===== config.mk =====
export PLATFORM = sky130hd
export DESIGN_NAME = systolic_ctrl
export DESIGN_NICKNAME = d
export VERILOG_FILES = /design/src/rtl/systolic_ctrl.sv
export SDC_FILE = /design/constraint.sdc
export NUM_CORES = 1
export LEC_CHECK = 0
export CELL_PAD_IN_SITES_DETAIL_PLACEMENT = 0
export CELL_PAD_IN_SITES_GLOBAL_PLACEMENT = 1
export CORE_MARGIN = 2
export CORE_UTILIZATION = 37
export CTS_CLUSTER_SIZE = 28
export DETAILED_ROUTE_END_ITERATION = 10
export HOLD_SLACK_MARGIN = 0.05
export PLACE_DENSITY = 0.85
export SETUP_SLACK_MARGIN = 0.3
export SLEW_MARGIN = 20
export SYNTH_ARGS = -nofsm -noshare
export SYNTH_HDL_FRONTEND = slang
export SYNTH_SLANG_ARGS = --single-unit

===== constraint.sdc =====
create_clock -name clk -period 13 [get_ports clk]
set_input_delay 3.9 -clock clk [delete_from_list [all_inputs] [get_ports clk]]
set_output_delay 3.9 -clock clk [all_outputs]
set_load 0.03 [all_outputs]

===== src/rtl/systolic_ctrl.sv =====
// systolic_ctrl: sequencer for a 2x2 FP16 systolic array computing C = A x W.
// The controller loads weights, skews activations into the array and captures
// the column outputs. It performs no arithmetic; operands pass through bit-exact.
// Optional feature: define SYSTOLIC_CTRL_WEIGHT_REUSE_EN to let reuse_w skip
// the weight load when weights from an earlier operation are still valid.
module systolic_ctrl #(
  parameter int EXTRA_LAT = 0
) (
  input  logic        clk,
  input  logic        reset,
  input  logic        start,
  input  logic        reuse_w,
  input  logic [15:0] w11,
  input  logic [15:0] w12,
  input  logic [15:0] w21,
  input  logic [15:0] w22,
  input  logic [15:0] a11,
  input  logic [15:0] a12,
  input  logic [15:0] a21,
  input  logic [15:0] a22,
  output logic [15:0] top1,
  output logic [15:0] top2,
  output logic [15:0] left1,
  output logic [15:0] left2,
  output logic        we1,
  output logic        we2,
  output logic        we3,
  output logic        we4,
  output logic        mux1,
  output logic        mux2,
  output logic        mux3,
  output logic        mux4,
  input  logic [15:0] down1,
  input  logic [15:0] down2,
  output logic [15:0] c11,
  output logic [15:0] c12,
  output logic [15:0] c21,
  output logic [15:0] c22,
  output logic        busy,
  output logic        done
);

  typedef enum logic [2:0] {IDLE, LOAD_LO, LOAD_HI, STREAM, DRAIN, DONE} state_t;

  // Stream cycle indices at which each column output holds a finished result.
  localparam logic [2:0] K_C11 = 3'(1 + EXTRA_LAT);
  localparam logic [2:0] K_C21 = 3'(2 + EXTRA_LAT);
  localparam logic [2:0] K_C22 = 3'(3 + EXTRA_LAT);

  state_t      state_reg;
  logic [2:0]  k_reg;
  // w21/w22 are only needed in LOAD_LO, whose top outputs are loaded straight
  // from the inputs at accept, so only the remaining operands are held here.
  logic [15:0] w11_reg, w12_reg;
  logic [15:0] a11_reg, a12_reg, a21_reg, a22_reg;
  logic        reuse_hit;

`ifdef SYSTOLIC_CTRL_WEIGHT_REUSE_EN
  logic weight_valid_reg;
  assign reuse_hit = reuse_w & weight_valid_reg;
`else
  logic unused_reuse;
  assign unused_reuse = reuse_w;
  assign reuse_hit    = 1'b0;
`endif

  // Main sequencer: state, cycle counter, latched operands and registered drive outputs.
  always_ff @(posedge clk or posedge reset) begin
    if (reset) begin
      state_reg <= IDLE;
      k_reg     <= 3'd0;
      w11_reg   <= 16'd0;
      w12_reg   <= 16'd0;
      a11_reg   <= 16'd0;
      a12_reg   <= 16'd0;
      a21_reg   <= 16'd0;
      a22_reg   <= 16'd0;
      top1      <= 16'd0;
      top2      <= 16'd0;
      left1     <= 16'd0;
      left2     <= 16'd0;
      {we1, we2, we3, we4}     <= 4'b0000;
      {mux1, mux2, mux3, mux4} <= 4'b0000;
      busy      <= 1'b0;
      done      <= 1'b0;
`ifdef SYSTOLIC_CTRL_WEIGHT_REUSE_EN
      weight_valid_reg <= 1'b0;
`endif
    end else begin
      // Outputs describe the state being entered; anything not set below idles at 0.
      top1  <= 16'd0;
      top2  <= 16'd0;
      left1 <= 16'd0;
      left2 <= 16'd0;
      {we1, we2, we3, we4}     <= 4'b0000;
      {mux1, mux2, mux3, mux4} <= 4'b0000;
      done  <= 1'b0;
      case (state_reg)
        IDLE: begin
          if (start) begin
            w11_reg <= w11;
            w12_reg <= w12;
            a11_reg <= a11;
            a12_reg <= a12;
            a21_reg <= a21;
            a22_reg <= a22;
            busy    <= 1'b1;
            k_reg   <= 3'd0;
            if (reuse_hit) begin
              state_reg <= STREAM;
              left1     <= a11;
              {mux1, mux2, mux3, mux4} <= 4'b1010;
            end else begin
              state_reg <= LOAD_LO;
              top1      <= w21;
              top2      <= w22;
            end
          end
        end
        LOAD_LO: begin
          state_reg <= LOAD_HI;
          top1      <= w11_reg;
          top2      <= w12_reg;
          {we1, we2, we3, we4} <= 4'b1111;
        end
        LOAD_HI: begin
          state_reg <= STREAM;
          k_reg     <= 3'd0;
          left1     <= a11_reg;
          {mux1, mux2, mux3, mux4} <= 4'b1010;
`ifdef SYSTOLIC_CTRL_WEIGHT_REUSE_EN
          weight_valid_reg <= 1'b1;
`endif
        end
        STREAM: begin
          {mux1, mux2, mux3, mux4} <= 4'b1111;
          k_reg <= k_reg + 3'd1;
          if (k_reg == 3'd0) begin
            left1 <= a21_reg;
            left2 <= a12_reg;
          end else if (k_reg == 3'd1) begin
            left2 <= a22_reg;
          end else begin
            state_reg <= DRAIN;
          end
        end
        DRAIN: begin
          if (k_reg == K_C22) begin
            state_reg <= DONE;
            done      <= 1'b1;
          end else begin
            k_reg <= k_reg + 3'd1;
            {mux1, mux2, mux3, mux4} <= 4'b1111;
          end
        end
        DONE: begin
          state_reg <= IDLE;
          k_reg     <= 3'd0;
          busy      <= 1'b0;
        end
        default: state_reg <= IDLE;
      endcase
    end
  end

  // Result capture: sample the column outputs when each result emerges; hold otherwise.
  always_ff @(posedge clk or posedge reset) begin
    if (reset) begin
      c11 <= 16'd0;
      c12 <= 16'd0;
      c21 <= 16'd0;
      c22 <= 16'd0;
    end else if (state_reg == STREAM || state_reg == DRAIN) begin
      if (k_reg == K_C11) c11 <= down1;
      if (k_reg == K_C21) begin
        c21 <= down1;
        c12 <= down2;
      end
      if (k_reg == K_C22) c22 <= down2;
    end
  end

endmodule


==> out/metrics.json <==
{
  "area.growth.synth_to_final": {"value": 41.9, "unit": "%"},
  "post_drt_wl_per_cell": {"value": 19.2, "unit": "um"},
  "netlist-cell-type-count": {"value": 41},
  "detailedPlacementHpwl": {"value": 16800, "unit": "um"},
  "post-synth-top-count-cell": {"value": "sky130_fd_sc_hd__dfrtp_1"},
  "top_cells_by_area_in_the_synthesized_netlist": {"value": "sky130_fd_sc_hd__dfrtp_1 61%, sky130_fd_sc_hd__mux2_2 13%, sky130_fd_sc_hd__a22o_1 5.8%"},
  "viasPerCell": {"value": 5.21},
  "synthTopCellsByCount": {"value": "235 x sky130_fd_sc_hd__dfrtp_1, 112 x sky130_fd_sc_hd__mux2_2, 70 x sky130_fd_sc_hd__inv_1, 64 x sky130_fd_sc_hd__a22o_1, 48 x sky130_fd_sc_hd__o22ai_1"},
  "finalCoreUtilization": {"value": 53.8, "unit": "%"},
  "period_utilization": {"value": 47.2, "unit": "%"},
  "place.detailed.instances": {"value": 1283},
  "hold_path_depth": {"value": 1},
  "ys.flop_type": {"value": "sky130_fd_sc_hd__dfrtp_1"},
  "cellLeakagePower": {"value": 5.81, "unit": "nW"},
  "initial_utilization": {"value": 37.9, "unit": "%"},
  "total_via_count_in_the_routed_design": {"value": 6934},
  "placed_cell_area": {"value": 0.0127, "unit": "mm2"},
  "post_synth_top_area_share": {"value": 61.2, "unit": "%"},
  "firstDrtPassIters": {"value": 8},
  "fin_worst_hold_slack": {"value": 481, "unit": "ps"},
  "clkLatencyLatePin": {"value": 520, "unit": "ps"},
  "finalSetupViolCount": {"value": 0},
  "cts.clk_slew.worst_paths": {"value": 60, "unit": "ps"},
  "first_global_vias": {"value": 7075},
  "syn-mean-instance-area": {"value": 13.6, "unit": "um2"},
  "worstHoldPathType": {"value": "reg2reg"},
  "root_buffer": {"value": "sky130_fd_sc_hd__clkbuf_16"},
  "netlist_area": {"value": 0.00961, "unit": "mm2"},
  "switching_power": {"value": 1.28, "unit": "mW"},
  "finish.net_count": {"value": 1150},
  "rows": {"value": 58},
  "grt_first_pass_wirelength": {"value": 39000, "unit": "um"},
  "layoutNonFillerInstCount": {"value": 1331},
  "cts.path.max_buffers": {"value": 3},
  "postSynthNetCount": {"value": 876},
  "drv.max_cap_violation_count": {"value": 0},
  "crit_path_max_incr_delay": {"value": 840, "unit": "ps"},
  "grt.total_usage": {"value": 18.2, "unit": "%"},
  "drt_iter0_markers": {"value": 625},
  "grt.overflow.total": {"value": 0},
  "io_buffer_count": {"value": 300},
  "design.die.area": {"value": 0.0273, "unit": "mm2"},
  "seqPwrFrac": {"value": 35.0, "unit": "%"},
  "cts-buffers-inserted": {"value": 26},
  "core_region_area": {"value": 0.0253, "unit": "mm2"},
  "fp.dieW": {"value": 165, "unit": "um"},
  "path_max_fanout": {"value": 92},
  "p_comb_share": {"value": 43.2, "unit": "%"},
  "critical_path_cell_by_cell": {"value": "clkdlybuf4s50_1, inv_8, buf_4, buf_4"},
  "slowest_stage": {"value": "sky130_fd_sc_hd__buf_4"},
  "htree_levels": {"value": 1},
  "crit_arrival": {"value": 6650, "unit": "ps"},
  "post_synth_arst_share": {"value": 100, "unit": "%"},
  "rsz0062_at_grt": {"value": "no"},
  "power_report.internal_total": {"value": 2.24, "unit": "mW"},
  "highest_achievable_clock_rate": {"value": 163, "unit": "MHz"},
  "synth-seq-cells": {"value": 235},
  "synth_cells": {"value": 707},
  "io_pins": {"value": 302},
  "outcome": {"value": "complete, no violations"},
  "antenna-diode-count": {"value": 0},
  "worst_r2r_path_cells": {"value": 5},
  "grt_start_max_net_pins": {"value": 93},
  "fillCellCount": {"value": 2156},
  "period_needed": {"value": 6140, "unit": "ps"},
  "critPathLaunchType": {"value": "input port"},
  "vdd_drop_max": {"value": 0.149, "unit": "mV"},
  "postCtsSetupBuffers": {"value": 0},
  "path_common_cell": {"value": "sky130_fd_sc_hd__buf_4"},
  "timing.clock.skew": {"value": 14.6, "unit": "ps"},
  "worst-slew-pin-transition": {"value": 1110, "unit": "ps"},
  "max_slew_margin": {"value": 25.9, "unit": "%"},
  "final_area": {"value": 0.0136, "unit": "mm2"},
  "route.antenna.remaining_nets": {"value": 0},
  "synth_seq_area_share": {"value": 61.2, "unit": "%"},
  "yosys_warnings": {"value": 0},
  "critical_path.endpoint_type": {"value": "asynchronous set/reset pin"},
  "drive_above_1_share": {"value": 17.7, "unit": "%"},
  "power_density_normalized_to_cell_area": {"value": 258, "unit": "mW/mm2"},
  "floorplan.die.height": {"value": 165, "unit": "um"},
  "synth_top_area_cell": {"value": "sky130_fd_sc_hd__dfrtp_1"},
  "p_sw_share": {"value": 36.5, "unit": "%"},
  "finalSetupTns": {"value": 0, "unit": "ps"},
  "gp_routability_congestion": {"value": 0.747},
  "slew_violations": {"value": 0},
  "sinks_on_clock_net": {"value": 235},
  "criticalPathCategory": {"value": "in2async"},
  "postRouteWirelength": {"value": 25600, "unit": "um"},
  "cts_resized": {"value": 0},
  "hold_buffers": {"value": 0},
  "worst_ep_required_time": {"value": 13510, "unit": "ps"},
  "antenna_violations_before_repair": {"value": 1},
  "p_clk_share": {"value": 21.8, "unit": "%"},
  "final-hold-violation-count": {"value": 0},
  "detail_route.drc_violations": {"value": 0},
  "tritoncts": {"value": "built"},
  "synth_edf_count": {"value": 0}
}
[per-stage QoR]
step	setup slack, ps	total power, mW
2_1_floorplan	2650	2.23
3_3_place_gp	6110	2.73
3_5_place_dp	6150	2.78
4_1_cts	6700	3.56
5_1_grt	6370	3.71
6_report	6860	3.52
[worst max-delay path, delay by kind of cell]
kind	cells	cell delay (ps)
buf+inv	4	2610
[cell usage in the layout, fill, tap and decap left out, drive strengths merged, types with 2 or more instances in the layout]
cell,instances
nand4bb,2
nand2,5
nor4b,2
buf,8
mux2,112
and2,2
o22ai,48
inv,70
nand2b,6
nor3,18
clkinvlp,2
a22o,64
a222oi,32
clkdlybuf4s50,300
a211o,2
clkinv,3
nor2,6
ha,5
clkbuf,40
bufinv,3
o21ai,5
dfrtp,235
a31oi,2
a221oi,16
o21bai,2
a21oi,2
[kinds of logic (layout without fill, tap and decap cells)]
logic type,after synthesis,count (layout),synth area share (%)
flip-flops,235,235,61.2
AND/OR/NAND/NOR,47,47,3.13
buffers and inverters,132,426,6.75
AO/OA/AOI/OAI,176,176,15.1
multiplexers,112,112,13.1
adder cells (fa/ha/maj),5,5,0.651
[final cells by class]
class | instances | area [um2] | share of cell area (%)
clock buffer | 40 | 785 | 5.75
sequential | 235 | 5880 | 43.2
tap | 330 | 413 | 3.03
inverter | 70 | 270 | 1.98
timing repair buffer | 308 | 3060 | 22.5
multi-input combinational | 340 | 3090 | 22.7
clock inverter | 8 | 124 | 0.909
[worst paths after layout]
kind | to | slack, ps | startpoint
setup / recovery | left1[13] | 6860 | reset
hold / removal | top2[4] | 480 | w12_reg[4]
setup reg to reg | a22_reg[8] | 9910 | state_reg[0]
hold reg to reg | top2[4] | 480 | w12_reg[4]
max in group clk | a22_reg[8] | 6900 | start
min in group asynchronous | c12[10] | 3890 | reset
[routing by layer]
metal | share of wire, % | routed length, um | GRT usage [%] | vias up
li1 | - | - | - | 3171
met1 | 41 | 10400 | 24.0 | 3504
met2 | 50 | 12700 | 30.0 | 216
met3 | 6.4 | 1630 | 4.07 | 43
met4 | 3.1 | 803 | 6.05 | 0
met5 | 0 | 0 | 0 | -
[power by group through the flow]
stage	Clock (mW)	Sequential [mW]	Combinational, mW
floorplan	0	1.53	0.693
CTS	0.788	1.24	1.54
detailed placement	0	1.25	1.53
global route	0.816	1.27	1.62
finish	0.769	1.23	1.52
global placement	0	1.23	1.50
Note: power is estimated with default switching activity, not from simulation.
